### config.mk
export PLATFORM = sky130hd
export DESIGN_NAME = awgn
export DESIGN_NICKNAME = d
export VERILOG_FILES = /design/src/rtl/awgn.sv
export SDC_FILE = /design/constraint.sdc
export NUM_CORES = 1
export LEC_CHECK = 0
export CAP_MARGIN = 20
export CELL_PAD_IN_SITES_DETAIL_PLACEMENT = 0
export CELL_PAD_IN_SITES_GLOBAL_PLACEMENT = 1
export CORE_MARGIN = 1
export CORE_UTILIZATION = 35
export DETAILED_ROUTE_END_ITERATION = 7
export PLACE_DENSITY = 0.68
export SYNTH_ARGS = -nofsm -noshare
export SYNTH_HDL_FRONTEND = slang
export SYNTH_SLANG_ARGS = --single-unit
### constraint.sdc
create_clock -name clk -period 6.43 [get_ports clk]
set_input_delay 1.929 -clock clk [delete_from_list [all_inputs] [get_ports clk]]
set_output_delay 1.929 -clock clk [all_outputs]
set_load 0.05 [all_outputs]
### src/rtl/awgn.sv
// ---------------------------------------------------------------------------
// awgn -- additive white Gaussian noise channel model for complex baseband.
//
// Every cycle with read=1 an independent, approximately Gaussian noise sample
// is formed per channel (central-limit sum of four 10-bit LFSR uniforms) and
// added to the input sample.  The saturated sum appears two cycles later.
//
// Ports:
//   clk                    system clock, rising edge
//   reset                  asynchronous, active-low reset
//   read                   input valid / enable; LFSRs advance only when high
//   X_in_real, X_in_imag   signed BI-bit input sample
//   busy                   output valid
//   Y_out_real, Y_out_imag signed BI-bit saturated noisy output
//   sum_real_n_truncation  signed 12-bit real noise used for Y_out_real
// ---------------------------------------------------------------------------
module awgn #(
    parameter int BI          = 16,
    parameter int NOISE_SHIFT = 0
) (
    input  logic                 clk,
    input  logic                 reset,
    input  logic                 read,
    input  logic signed [BI-1:0] X_in_real,
    input  logic signed [BI-1:0] X_in_imag,
    output logic                 busy,
    output logic signed [BI-1:0] Y_out_real,
    output logic signed [BI-1:0] Y_out_imag,
    output logic signed [11:0]   sum_real_n_truncation
);

    // Sum width: two guard bits above the sample width.
    localparam int SW = BI + 2;

    localparam logic signed [BI-1:0] SAT_MAX = {1'b0, {(BI-1){1'b1}}};
    localparam logic signed [BI-1:0] SAT_MIN = {1'b1, {(BI-1){1'b0}}};
    localparam logic signed [SW-1:0] SUM_MAX = SW'(SAT_MAX);
    localparam logic signed [SW-1:0] SUM_MIN = SW'(SAT_MIN);

    // Entries 0..3 feed the real channel, 4..7 the imaginary channel.
    localparam logic [15:0] SEED [8] = '{
        16'hACE1, 16'h1D2B, 16'h7E35, 16'h5A5A,
        16'hE2D7, 16'h9135, 16'h4C6B, 16'h2F8E
    };

    logic [15:0]          lfsr_q [8];
    logic [15:0]          lfsr_d [8];
    logic signed [11:0]   n_re_d, n_im_d;
    logic signed [11:0]   n_re_q, n_im_q;
    logic signed [BI-1:0] x_re_q, x_im_q;
    logic                 valid1_q;
    logic signed [BI-1:0] y_re_d, y_im_d;

    // Fibonacci LFSR, x^16+x^14+x^13+x^11+1, shifting toward bit 0.
    function automatic logic [15:0] lfsr_step(input logic [15:0] s);
        logic fb;
        fb = s[0] ^ s[2] ^ s[3] ^ s[5];
        return {fb, s[15:1]};
    endfunction

    // Summing the raw uniforms and removing 4*512 once is the same as summing
    // the four centred values; bits [12:1] are the arithmetic >>>1 result.
    function automatic logic signed [11:0] clt_noise(
        input logic [9:0] a,
        input logic [9:0] b,
        input logic [9:0] c,
        input logic [9:0] d
    );
        logic [12:0] u_sum;
        logic [12:0] s;
        u_sum = {3'b000, a} + {3'b000, b} + {3'b000, c} + {3'b000, d};
        s     = u_sum - 13'd2048;
        return $signed(s[12:1]);
    endfunction

    function automatic logic signed [BI-1:0] add_sat(
        input logic signed [BI-1:0] x,
        input logic signed [11:0]   n
    );
        logic signed [SW-1:0] sum;
        sum = SW'(x) + (SW'(n) <<< NOISE_SHIFT);
        if (sum > SUM_MAX)      return SAT_MAX;
        else if (sum < SUM_MIN) return SAT_MIN;
        else                    return sum[BI-1:0];
    endfunction

    always_comb begin
        for (int unsigned i = 0; i < 8; i++) begin
            lfsr_d[i] = lfsr_step(lfsr_q[i]);
        end
        n_re_d = clt_noise(lfsr_q[0][9:0], lfsr_q[1][9:0],
                           lfsr_q[2][9:0], lfsr_q[3][9:0]);
        n_im_d = clt_noise(lfsr_q[4][9:0], lfsr_q[5][9:0],
                           lfsr_q[6][9:0], lfsr_q[7][9:0]);
        y_re_d = add_sat(x_re_q, n_re_q);
        y_im_d = add_sat(x_im_q, n_im_q);
    end

    // Stage 1: capture input and noise, advance the generators.
    always_ff @(posedge clk or negedge reset) begin
        if (!reset) begin
            for (int unsigned i = 0; i < 8; i++) begin
                lfsr_q[i] <= SEED[i];
            end
            x_re_q   <= '0;
            x_im_q   <= '0;
            n_re_q   <= '0;
            n_im_q   <= '0;
            valid1_q <= 1'b0;
        end else begin
            valid1_q <= read;
            if (read) begin
                for (int unsigned i = 0; i < 8; i++) begin
                    lfsr_q[i] <= lfsr_d[i];
                end
                x_re_q <= X_in_real;
                x_im_q <= X_in_imag;
                n_re_q <= n_re_d;
                n_im_q <= n_im_d;
            end
        end
    end

    // Stage 2: saturated addition; outputs hold across gaps.
    always_ff @(posedge clk or negedge reset) begin
        if (!reset) begin
            busy                  <= 1'b0;
            Y_out_real            <= '0;
            Y_out_imag            <= '0;
            sum_real_n_truncation <= '0;
        end else begin
            busy <= valid1_q;
            if (valid1_q) begin
                Y_out_real            <= y_re_d;
                Y_out_imag            <= y_im_d;
                sum_real_n_truncation <= n_re_q;
            end
        end
    end

endmodule

# Word level (Yosys, flattened, before mapping)
# Cells that the tools add are included.
# totals
reg_bits	230
in_bits	35
# classes
add_sub_neg	10
order_cmp	4
muxes	4
n_bitwise	24
# ops
cell	n
2-to-1 mux 16 bit	4
adder 16 x 12 -> 17 bit	2
> comparator 17 x 16 -> 1 bit, second input constant	2
less-than comparator 17 x 16 -> 1 bit, second input constant	2
adder 12 x 10 -> 13 bit	2
subtractor 13 x 12 -> 13 bit, second input constant	2
adder 11 x 10 -> 12 bit	2
XOR 1 bit	24
adder 10 x 10 -> 11 bit	2

# Longest topological paths before layout
# logic_depth
ltp_word	4
mapped_depth	12
ltp_nobuf	12

# Worst setup path after synthesis
# No wires, ideal clock.
# synth_timing
kind	input port to flip-flop
from	in read
to	reg n_im_q[1]
setup_time_ns	0.133
arrival_ns	3.144
slack_ns	3.154
path_stages	5
path_buffers	4
cell_sequence	clkbuf_1 -> clkbuf_1 -> clkbuf_1 -> clkbuf_1 -> a21oi_1
# synth_lines
item	line_no	rtl
from (decl)	23	input logic read,
to (signal assigned)	119	n_im_q <= n_im_d;
to (decl)	49	logic signed [11:0] n_re_q, n_im_q;
# No word-level cell between the ends.

# Final worst setup path
# layout_timing
from	reg sum_real_n_truncation[3]
to	out sum_real_n_truncation[3]
# layout_lines
item	line_no	rtl
from (decl)	29	output logic signed [11:0] sum_real_n_truncation
from (signal assigned)	136	sum_real_n_truncation <= n_re_q;
# No word-level cell between the ends.

==> impl_results.html <==
<table>
<tr><th>Metric</th><th>Value</th></tr>
<tr><th colspan="2">Routing</th></tr>
<tr><td>Wirelength, routed</td><td>22,200 microns</td></tr>
<tr><td>Length of the first detailed-routing pass in iterations</td><td>4</td></tr>
<tr><td>Post-detailed-route via-to-cell ratio</td><td>4.79</td></tr>
<tr><td>Post-route ant nets</td><td>0</td></tr>
<tr><td>Vias after detailed routing</td><td>7,312</td></tr>
<tr><td>Wire length per cell after detailed routing</td><td>14.5 microns</td></tr>
<tr><td>1st-iter DRT viols</td><td>323</td></tr>
<tr><td>DRC errors left</td><td>0</td></tr>
<tr><th colspan="2">Timing</th></tr>
<tr><td>Worst-case hold slack</td><td>493 ps</td></tr>
<tr><td>Maximum achievable frequency</td><td>273 MHz</td></tr>
<tr><td>Max Clock Skew</td><td>13.1 ps</td></tr>
<tr><td>Number of hold-slack violations in the final timing report</td><td>0</td></tr>
<tr><td>Setup Total Neg Slack</td><td>0 ps</td></tr>
<tr><td>Unrepaired setup endpoints after global routing</td><td>false</td></tr>
<tr><td>Min Clock Period, post-route</td><td>3670 ps</td></tr>
<tr><td>Setup-failing EPs final</td><td>0</td></tr>
<tr><td>Setup WS post-layout</td><td>2760 ps</td></tr>
<tr><td>Worst relative slew slack</td><td>27.6%</td></tr>
<tr><td>Slew of the pin with the lowest slew margin</td><td>1090 ps</td></tr>
<tr><td>Max Slew Vio Count</td><td>0</td></tr>
<tr><td>Final cycle utilization of the critical path</td><td>57.0%</td></tr>
<tr><th colspan="2">Worst setup path</th></tr>
<tr><td>Type of the setup path with the least slack</td><td>register to output port</td></tr>
<tr><td>Number of buffers and inverters on the critical path</td><td>1</td></tr>
<tr><td>Cell with the largest stage delay on the worst path</td><td>sky130_fd_sc_hd__clkdlybuf4s50_1</td></tr>
<tr><td>Top cell family by delay on the critical path</td><td>buffers and inverters</td></tr>
<tr><td>Critical Path, Cell by Cell</td><td>clkdlybuf4s50_1</td></tr>
<tr><td>Critical Path Max Stage Delay</td><td>840 ps</td></tr>
<tr><td>Top fanout value on the critical path</td><td>2</td></tr>
<tr><td>Type of element capturing the critical path</td><td>output port</td></tr>
<tr><td>Kind of start point of the critical path</td><td>register</td></tr>
<tr><td>FF-to-FF setup slack</td><td>3020 ps</td></tr>
<tr><td>Critical Path AT</td><td>1740 ps</td></tr>
<tr><td>Endpoint required time on the critical path</td><td>4500 ps</td></tr>
<tr><th colspan="2">Final layout</th></tr>
<tr><td>Area of combinational cells with multiple inputs</td><td>5950 sq um</td></tr>
<tr><td>Non-filler cells, final</td><td>1,526</td></tr>
<tr><td>Fraction of layout instances using a drive strength above 1</td><td>28.4%</td></tr>
<tr><td>Area Overhead vs Synth</td><td>17.8%</td></tr>
<tr><td>Highest-count cells in the layout ignoring fill and taps</td><td>174 x sky130_fd_sc_hd__mux2_2, 161 x sky130_fd_sc_hd__dfrtp_1, 77 x sky130_fd_sc_hd__clkdlybuf4s50_1, 71 x sky130_fd_sc_hd__nor2_1, 68 x sky130_fd_sc_hd__dfstp_2</td></tr>
<tr><td>Diodes inserted</td><td>0</td></tr>
<tr><td>Most common library cell in the layout ignoring fill and taps</td><td>sky130_fd_sc_hd__mux2_2</td></tr>
<tr><td>Final #Nets</td><td>1,187</td></tr>
<tr><td>Fillcell total</td><td>3,133</td></tr>
<tr><td>Flip-flop and latch area</td><td>5840 sq um</td></tr>
<tr><th colspan="2">Logic synthesis</th></tr>
<tr><td>Yosys cell types</td><td>58</td></tr>
<tr><td>Area of the mapped netlist</td><td>12,100 sq um</td></tr>
<tr><td>Average footprint of a synthesized cell</td><td>12.3 sq um</td></tr>
<tr><td>Instance count of the mapped netlist</td><td>982</td></tr>
<tr><td>Post-Synthesis Net Count</td><td>1,111</td></tr>
<tr><td>Synth area leader</td><td>sky130_fd_sc_hd__dfrtp_1</td></tr>
<tr><td>Cell types with the largest area share after synthesis</td><td>sky130_fd_sc_hd__dfrtp_1 33%, sky130_fd_sc_hd__mux2_2 16%, sky130_fd_sc_hd__dfstp_2 15%, sky130_fd_sc_hd__fa_1 6.9%, sky130_fd_sc_hd__ha_1 5.4%</td></tr>
<tr><td>Dominant register cell in the synthesized netlist</td><td>sky130_fd_sc_hd__dfrtp_1</td></tr>
<tr><td>Sequential element share of the synthesized area</td><td>48.2%</td></tr>
<tr><td>Number of flops mapped to enable cells by yosys</td><td>0</td></tr>
<tr><td>Async S/R FF share, synth</td><td>100%</td></tr>
<tr><td>Post-synth top area share</td><td>33.4%</td></tr>
<tr><td>Register bit count reported by yosys</td><td>230</td></tr>
<tr><td>Synth warnings</td><td>0</td></tr>
<tr><th colspan="2">Place</th></tr>
<tr><td>Post-Place Cells</td><td>1,478</td></tr>
<tr><td>Buffers added on ports</td><td>79</td></tr>
<tr><td>Final Wtd Congestion</td><td>0.794</td></tr>
<tr><td>Dpl hpwl</td><td>15,400 microns</td></tr>
<tr><td>Placement Setup Slack</td><td>2680 ps</td></tr>
<tr><th colspan="2">Clock tree</th></tr>
<tr><td>Deepest clock path buffer count</td><td>3</td></tr>
<tr><td>Inserted Clock Buffers</td><td>26</td></tr>
<tr><td>Worst skew pair latency</td><td>530 ps</td></tr>
<tr><td>CTS tree</td><td>built</td></tr>
<tr><td>Clock tree root driver cell</td><td>sky130_fd_sc_hd__clkbuf_16</td></tr>
<tr><td>Clk sinks</td><td>230</td></tr>
<tr><td>Total number of H-tree levels</td><td>1</td></tr>
<tr><td>Register clock-pin slew on the reported worst setup and hold paths</td><td>60 ps</td></tr>
<tr><td># Post-CTS Setup Buffers</td><td>0</td></tr>
<tr><td>Hold buffer count at CTS</td><td>0</td></tr>
<tr><td>Number of gates resized after cts</td><td>0</td></tr>
<tr><th colspan="2">Global routing</th></tr>
<tr><td>Global-route wire length before repair</td><td>39,000 microns</td></tr>
<tr><td>GRT Resource Usage Total</td><td>13.0%</td></tr>
<tr><td>Initial antenna violation count</td><td>0</td></tr>
<tr><td>Vias in the first global route</td><td>7,676</td></tr>
<tr><td>Largest net degree at the start of global routing</td><td>144</td></tr>
<tr><td>Leftover overflow at the end of global routing</td><td>0</td></tr>
<tr><th colspan="2">Floorplanning</th></tr>
<tr><td>Initial core utilization</td><td>35.9%</td></tr>
<tr><td>X dimension of the die</td><td>188 microns</td></tr>
<tr><td>Overall die area</td><td>35,400 sq um</td></tr>
<tr><td>Number of standard-cell rows in the floorplan</td><td>67</td></tr>
<tr><td>Total core area</td><td>33,800 sq um</td></tr>
<tr><td>Top Ports</td><td>80</td></tr>
<tr><td>Chip height</td><td>188 microns</td></tr>
<tr><th colspan="2">Hold path</th></tr>
<tr><td>Path category of the worst min-delay check</td><td>register to register</td></tr>
<tr><th colspan="2">Run</th></tr>
<tr><td>Maximum capacitance violations</td><td>0</td></tr>
<tr><th colspan="2">Status</th></tr>
<tr><td>Run status</td><td>complete, no violations</td></tr>
</table>
## final cells by class
type	count	share of cell area (%)
clock buffer	37	5.20
multi-input combinational	665	41.7
clock inverter	11	0.990
inverter	53	1.39
timing repair buffer	82	5.93
sequential	230	40.9
tap	448	3.93
## registers in the layout, summed over array words and instances, names as in the netlist
signal	flops
lfsr_d	120
Y_out_imag	16
Y_out_real	16
x_im_q	16
x_re_q	16
n_im_q	12
n_re_q	12
sum_real_n_truncation	12
lfsr_q	8
busy	1
valid1_q	1
## synthesized netlist by cell type, types with 11 or more instances
| cell type | instances |
|---|---|
| sky130_fd_sc_hd__mux2_2 | 174 |
| sky130_fd_sc_hd__dfrtp_1 | 162 |
| sky130_fd_sc_hd__o22ai_1 | 25 |
| sky130_fd_sc_hd__ha_1 | 52 |
| sky130_fd_sc_hd__nor2b_1 | 11 |
| sky130_fd_sc_hd__inv_1 | 53 |
| sky130_fd_sc_hd__clkbuf_1 | 27 |
| sky130_fd_sc_hd__o21ai_0 | 35 |
| sky130_fd_sc_hd__xor2_1 | 12 |
| sky130_fd_sc_hd__nand2_1 | 21 |
| sky130_fd_sc_hd__xnor2_1 | 41 |
| sky130_fd_sc_hd__dfstp_2 | 68 |
| sky130_fd_sc_hd__fa_1 | 42 |
| sky130_fd_sc_hd__a21o_1 | 14 |
| sky130_fd_sc_hd__nor2_1 | 71 |
| sky130_fd_sc_hd__a21oi_1 | 47 |
| sky130_fd_sc_hd__nand3_1 | 11 |
## logic make-up (layout without fill, tap and decap cells)
| kind of cell | after synthesis | count (layout) | synth area share, % |
|---|---|---|---|
| AO/OA/AOI/OAI | 177 | 177 | 9.62 |
| XOR/XNOR | 53 | 53 | 3.83 |
| adder cells (fa/ha/maj) | 95 | 95 | 12.4 |
| buffers and inverters | 87 | 183 | 2.79 |
| flip-flops | 230 | 230 | 48.2 |
| multiplexers | 181 | 181 | 16.8 |
| AND/OR/NAND/NOR | 159 | 159 | 6.44 |
## path summary, 6_finish.rpt
check | from | end | cells after the start
max in group asynchronous | reset | Y_out_real[9] | 2
max | sum_real_n_truncation[3] | sum_real_n_truncation[3] | 1
max reg2reg | lfsr_d[96] | n_re_q[8] | 12
min in group asynchronous | reset | lfsr_d[41] | 1
min reg2reg | lfsr_d[126] | lfsr_d[126] | 2
min | lfsr_d[126] | lfsr_d[126] | 2
## per-layer routing
metal / share of wire (%) / vias up / GRT usage [%]
li1: - / 3638 / -
met1: 51 / 3560 / 19.0
met2: 44 / 85 / 20.3
met3: 3.4 / 29 / 2.04
met4: 1.6 / 0 / 3.25
met5: 0 / - / 0
## stage by stage
stage | cell area [sq um] | util (%)
floorplan | 12100 | -
global placement | 13400 | 39.7
detailed placement | 13400 | 39.7
CTS | 14300 | 42.3
global route | 14300 | 42.3
finish | 14300 | 42.3
Power is not shown: default switching activity piles up to over one toggle a cycle in this logic, so the estimate is an artifact.
